### src/rtl/mem_frame_reader_if.sv
// Start/status handshake, RAM read port and output stream of mem_frame_reader.
// master: the reader; slave: the RAM/sink/controller side.
interface mem_frame_reader_if #(
    parameter int unsigned RAM_WIDTH     = 24,
    parameter int unsigned RAM_ADDR_BITS = 10
) ();
    logic                     start;
    logic                     busy;
    logic                     done;
    logic [RAM_ADDR_BITS-1:0] mem_addr;
    logic [RAM_WIDTH-1:0]     mem_do;
    logic [RAM_WIDTH-1:0]     m_data;
    logic                     m_valid;
    logic                     m_ready;
    logic                     m_last;

    modport master (
        input  start, mem_do, m_ready,
        output busy, done, mem_addr, m_data, m_valid, m_last
    );

    modport slave (
        output start, mem_do, m_ready,
        input  busy, done, mem_addr, m_data, m_valid, m_last
    );
endinterface

### src/rtl/mem_frame_reader.sv
// Streams one frame of RAM words in address order through a 2-entry prefetch buffer.
// Define MFR_LOOP_EN to chain frames back-to-back while start is held high.
module mem_frame_reader #(
    parameter int unsigned RAM_WIDTH     = 24,
    parameter int unsigned RAM_ADDR_BITS = 10,
    parameter int unsigned FRAME_LEN     = 1024
) (
    input logic                clk,
    input logic                rst_n,
    mem_frame_reader_if.master bus
);
    localparam int unsigned     CntW     = RAM_ADDR_BITS + 1;
    localparam logic [CntW-1:0] FrameLen = CntW'(FRAME_LEN);
    localparam logic [CntW-1:0] LastIdx  = CntW'(FRAME_LEN - 1);

    typedef enum logic [0:0] {StIdle, StRun} state_e;

    state_e                   state_q;
    logic                     busy_q;
    logic                     done_q;
    logic [RAM_ADDR_BITS-1:0] addr_q;
    logic [CntW-1:0]          cnt_q;
    logic                     inflight_q;
    logic                     inflight_last_q;
    logic [1:0]               occ_q;
    logic [RAM_WIDTH-1:0]     data0_q;
    logic [RAM_WIDTH-1:0]     data1_q;
    logic                     last0_q;
    logic                     last1_q;

    logic            pop;
    logic            push;
    logic            rearm;
    logic            issue;
    logic            issue_last;
    logic            last_pop;
    logic            end_frame;
    logic [2:0]      occ_after;
    logic [CntW-1:0] idx;

`ifdef MFR_LOOP_EN
    assign rearm = bus.start;
`else
    assign rearm = 1'b0;
`endif

    always_comb begin
        pop        = (occ_q != 2'd0) && bus.m_ready;
        push       = inflight_q;
        occ_after  = {1'b0, occ_q} + {2'b00, push} - {2'b00, pop};
        // Once the frame is fully issued, a rearmed issue restarts at word 0.
        idx        = (cnt_q < FrameLen) ? cnt_q : '0;
        issue_last = (idx == LastIdx);
        issue      = (state_q == StRun) && ((cnt_q < FrameLen) || rearm) &&
                     (occ_after < 3'd2);
        last_pop   = pop && last0_q;
        end_frame  = last_pop && !rearm;
    end

    always_ff @(posedge clk or negedge rst_n) begin
        if (!rst_n) begin
            state_q         <= StIdle;
            busy_q          <= 1'b0;
            done_q          <= 1'b0;
            addr_q          <= '0;
            cnt_q           <= '0;
            inflight_q      <= 1'b0;
            inflight_last_q <= 1'b0;
            occ_q           <= 2'd0;
            data0_q         <= '0;
            data1_q         <= '0;
            last0_q         <= 1'b0;
            last1_q         <= 1'b0;
        end else begin
            done_q     <= last_pop;
            inflight_q <= issue;
            if (issue) begin
                addr_q          <= issue_last ? '0 : addr_q + 1'b1;
                cnt_q           <= idx + 1'b1;
                inflight_last_q <= issue_last;
            end

            if (push && pop) begin
                if (occ_q == 2'd1) begin
                    data0_q <= bus.mem_do;
                    last0_q <= inflight_last_q;
                end else begin
                    data0_q <= data1_q;
                    last0_q <= last1_q;
                    data1_q <= bus.mem_do;
                    last1_q <= inflight_last_q;
                end
            end else if (push) begin
                if (occ_q == 2'd0) begin
                    data0_q <= bus.mem_do;
                    last0_q <= inflight_last_q;
                end else begin
                    data1_q <= bus.mem_do;
                    last1_q <= inflight_last_q;
                end
                occ_q <= occ_q + 2'd1;
            end else if (pop) begin
                data0_q <= data1_q;
                last0_q <= last1_q;
                occ_q   <= occ_q - 2'd1;
            end

            unique case (state_q)
                StIdle: begin
                    if (bus.start) begin
                        state_q <= StRun;
                        busy_q  <= 1'b1;
                    end
                end
                StRun: begin
                    // Leaving RUN drops any prefetched words of an abandoned next frame.
                    if (end_frame) begin
                        state_q    <= StIdle;
                        busy_q     <= 1'b0;
                        cnt_q      <= '0;
                        addr_q     <= '0;
                        occ_q      <= 2'd0;
                        inflight_q <= 1'b0;
                    end
                end
                default: ;
            endcase
        end
    end

    assign bus.busy     = busy_q;
    assign bus.done     = done_q;
    assign bus.mem_addr = addr_q;
    assign bus.m_data   = data0_q;
    assign bus.m_valid  = (occ_q != 2'd0);
    assign bus.m_last   = (occ_q != 2'd0) && last0_q;
endmodule
### src/flat_wrapper.sv
// flat-port wrapper written by rule: the top's interface ports become plain ports
module mem_frame_reader_flat 
#(
    parameter int unsigned RAM_WIDTH     = 24,
    parameter int unsigned RAM_ADDR_BITS = 10,
    parameter int unsigned FRAME_LEN     = 1024
)
  (clk, rst_n, bus_start, bus_mem_do, bus_m_ready, bus_busy, bus_done, bus_mem_addr, bus_m_data, bus_m_valid, bus_m_last);
  mem_frame_reader_if #(.RAM_WIDTH(RAM_WIDTH), .RAM_ADDR_BITS(RAM_ADDR_BITS)) bus_i ();
  input logic clk;
  input logic rst_n;
  input wire logic [$bits(bus_i.start)-1:0] bus_start;
  input wire logic [$bits(bus_i.mem_do)-1:0] bus_mem_do;
  input wire logic [$bits(bus_i.m_ready)-1:0] bus_m_ready;
  output wire logic [$bits(bus_i.busy)-1:0] bus_busy;
  output wire logic [$bits(bus_i.done)-1:0] bus_done;
  output wire logic [$bits(bus_i.mem_addr)-1:0] bus_mem_addr;
  output wire logic [$bits(bus_i.m_data)-1:0] bus_m_data;
  output wire logic [$bits(bus_i.m_valid)-1:0] bus_m_valid;
  output wire logic [$bits(bus_i.m_last)-1:0] bus_m_last;
  assign bus_i.start = bus_start;
  assign bus_i.mem_do = bus_mem_do;
  assign bus_i.m_ready = bus_m_ready;
  assign bus_busy = bus_i.busy;
  assign bus_done = bus_i.done;
  assign bus_mem_addr = bus_i.mem_addr;
  assign bus_m_data = bus_i.m_data;
  assign bus_m_valid = bus_i.m_valid;
  assign bus_m_last = bus_i.m_last;
  mem_frame_reader #(.RAM_WIDTH(RAM_WIDTH), .RAM_ADDR_BITS(RAM_ADDR_BITS), .FRAME_LEN(FRAME_LEN)) u_core (.clk(clk), .rst_n(rst_n), .bus(bus_i));
endmodule
### config.mk
export PLATFORM = sky130hd
export DESIGN_NAME = mem_frame_reader_flat
export DESIGN_NICKNAME = d
export VERILOG_FILES = /design/src/rtl/mem_frame_reader_if.sv /design/src/rtl/mem_frame_reader.sv /design/src/flat_wrapper.sv
export SDC_FILE = /design/constraint.sdc
export NUM_CORES = 1
export LEC_CHECK = 0
export BUFFER_PORTS_ARGS = -buffer_cell sky130_fd_sc_hd__buf_2
export CORE_ASPECT_RATIO = 0.5
export CORE_UTILIZATION = 45
export CTS_BUF_LIST = sky130_fd_sc_hd__clkbuf_8
export DETAILED_ROUTE_END_ITERATION = 7
export HOLD_SLACK_MARGIN = 0.02
export PLACE_DENSITY = 0.69
export RECOVER_POWER = 100
export SLEW_MARGIN = 40
export SYNTH_ARGS = -nofsm -noshare
export SYNTH_HDL_FRONTEND = slang
export SYNTH_SLANG_ARGS = --single-unit
### constraint.sdc
create_clock -name clk -period 3.1 [get_ports clk]
set_input_delay 0.93 -clock clk [delete_from_list [all_inputs] [get_ports clk]]
set_output_delay 0.93 -clock clk [all_outputs]
set_load 0.005 [all_outputs]
==> impl_results.md <==
- Post-Syn Area per Cell: 10.0 um2
- Initial antenna violation count: 0
- Clk_skew: slightly below 0.007 ns
- Total CTS buffers: 9
- Relative slew slack: 0.0802
- Commonest cells in the netlist: dfrtp_1 (78), nand2_1 (55), nor2_1 (54)
- Top-area cell type share of the netlist area: 0.527
- Worst Hold End: u_core.data1_q[12]
- Area grow syn2layout: 18.8%
- RSZ-0062 raised after global routing: no
- Status: completed
- Die area: between 8000 and 9000 um2
- Final worst slack: 0.199 ns
- Hold buffers post-CTS: 0
- R2R setup slack: 0.20 ns
- Tot Pwr: 4370 uW
- Min-delay worst type: flip-flop to flip-flop
- Power per Cell Area: 993 nW/um2
- Vias: 2864
- GR Util All Layers: 0.204
- Initial core utilization: 0.484
- Sequential area share after synthesis: 0.527
- Required time worst endpoint: 3.39 ns
- Placed Instance Area: 4270 um2
- Die H: 66.2 um
- DRT Pass-1 Iters: 4
- Clk slew on worst S/H paths: 0.08 ns
- Final nets: 478
- P_leak: 0.00198 uW
- CTS sink count: slightly below 80
- Setup bufs post-CTS: 0
- Nature of the critical path endpoint: flip-flop
- Final Hold Vio Count: 0
- Core Rows: 22
- Routed WL per cell: 13.7 um
- Max frequency: 345 MHz
- RR Startpoint: u_core.occ_q[0]
- Layout cells sized above 1: 0.238
- Grt total ovfl: 0
- Mapped Area: 3700 um2
- I/O Buffers: 65
- CTS tree: done
- Ant. Diodes: 0
- EDFF count, synth: 0
- Crit start category: flip-flop
- GPL Wtd Cong: 0.816
- Max Buffers Root-to-Sink: 2
- Max-cap viol count: 0
- Setup WS pre-CTS: -0.186 ns
- Largest net degree at the start of global routing: 52
- Core area: 7650 um2
- H-tree levels: 3
- Worst Max-Slew Pin Slew: 1.38 ns
- Root Driver: clkbuf_8
- # DRC: 0
- Most common cell in the netlist: dfrtp_1
- Synthesized Nets: around 400
- Fin crit period: 2.90 ns
- Total Wirelength: 7.64 mm
- Cell accounting for the most synthesized area: dfrtp_1
- Final setup vio count: 0
- Slew Limit Fails: 0
- Worst EP arrival: 3.19 ns
- First-pass GRT wire length: 13.2 mm
- Initial drt markers: roughly 110
- Synth area leaders: dfrtp_1 (53%), mux2_2 (7.6%), nand2_1 (5.6%), nor2_1 (5.5%), mux2i_1 (3.0%)
- Synth async-reset ratio: 1.00
- Drt via density: 5.14
- Detail Placement HPWL: roughly 5.2 mm
- Hold_sp: u_core.data1_q[12]
- Syn. warnings: 0
- Critical path type: flip-flop to flip-flop
- Worst r2r path cells: 10
- Number of synthesized register bits: 78
- Max rail drop VDD: 0.391 mV
- Antenna Nets Post-Route: 0
- Synth cell types: 42
- Crit-path max FO: 4
- Clk Latency, worst-skew pair: about 0.36 ns
- R2r endpoint: u_core.cnt_q[9]
- Hold Path Depth: 1
- Top-level port count: between 60 and 70
- Vias in the first global route: 2741
- Dominant synthesized flop cell: dfrtp_1
- Mapped Cells: 370
- Die Wd: 130 um
- Final instance area: 4400 um2
- Tcrit/Tclk final: 0.936
[worst max-delay path by stage]
stage,start,end,slack [ns]
after detailed placement,bus_m_ready,u_core.bus.mem_addr[9],-0.19
after global routing,u_core.occ_q[0],u_core.bus.mem_addr[9],0.05
after CTS,u_core.occ_q[0],u_core.bus.mem_addr[9],0.16
after floorplan,bus_m_ready,u_core.cnt_q[9],-0.13
after global placement,bus_m_ready,u_core.cnt_q[9],-0.09
final,u_core.occ_q[0],u_core.cnt_q[9],0.20
[placed cells by master, fill, tap and decap left out, drive strengths merged, types with 11 or more instances in the layout]
cell,instances
mux2i,11
clkbuf,35
a31oi,17
nand2,55
buf,58
mux2,25
dfrtp,78
a21oi,19
nor2,54
[layout make-up]
type	instances	area (um2)
Fill cell	738	3250
Sequential cell	78	1950
Multi-Input combinational cell	266	1640
Timing Repair Buffer	84	439
Tap cell	108	135
Clock buffer	9	124
Clock inverter	6	87.6
Inverter	6	22.5
[kinds of logic (layout without fill, tap and decap cells)]
group / after synthesis / count (layout) / share of synthesized area
AOI/OAI and AO/OA: 57 / 57 / 0.0939
xor gates and xnor gates: 16 / 16 / 0.0378
adders and majority gates: 5 / 5 / 0.0189
buffers and inverters: 26 / 105 / 0.0287
DFF: 78 / 78 / 0.527
muxes: 36 / 36 / 0.106
and+or+nand+nor: 152 / 152 / 0.188
[routing by layer]
| layer | GRT usage | vias to the layer above | routed length (um) |
|---|---|---|---|
| li1 | - | 1431 | - |
| met1 | 0.261 | 1379 | 3730 |
| met2 | 0.334 | 43 | 3500 |
| met3 | 0.0566 | 11 | 298 |
| met4 | 0.0669 | 0 | 104 |
| met5 | 0 | - | 0 |
[sequential cells by signal, summed over array words and instances (netlist names), 2 cells and up]
register             cells
u_core.data1_q          24
u_core.bus.mem_addr     10
u_core.cnt_q            11
u_core.bus.m_data       24
u_core.occ_q             2
[what timing repair did]
action / 4_1_cts / 5_1_grt
hold endpoints to repair: 0 / 0
endpoints found under the setup margin: 0 / 1
resized for setup: 0 / 1
[critical path: stages (launching register included)]
cell	delay, ns
dfrtp_1	0.41
inv_1	0.08
ha_1	0.24
nor2b_4	0.06
xnor2_1	0.13
nand2b_1	0.19
fa_1	0.61
nand3b_2	0.09
or3_1	0.38
or4_1	0.49
a21oi_1	0.13
[power by group]
part	switching (uW)	internal [uW]
Clock	381	447
Combinational	1010	848
Sequential	257	1430
[per-stage QoR]
stage	instances	TNS [ns]	hold slack, ns	util
2_1_floorplan	370	-0.233	0.481	-
3_3_place_gp	542	-0.178	0.489	0.558
3_5_place_dp	542	-0.470	0.495	0.558
4_1_cts	557	0	0.515	0.586
5_1_grt	557	0	0.526	0.575
6_report	557	0	0.511	0.575
Note: power is estimated with default switching activity, not from simulation.
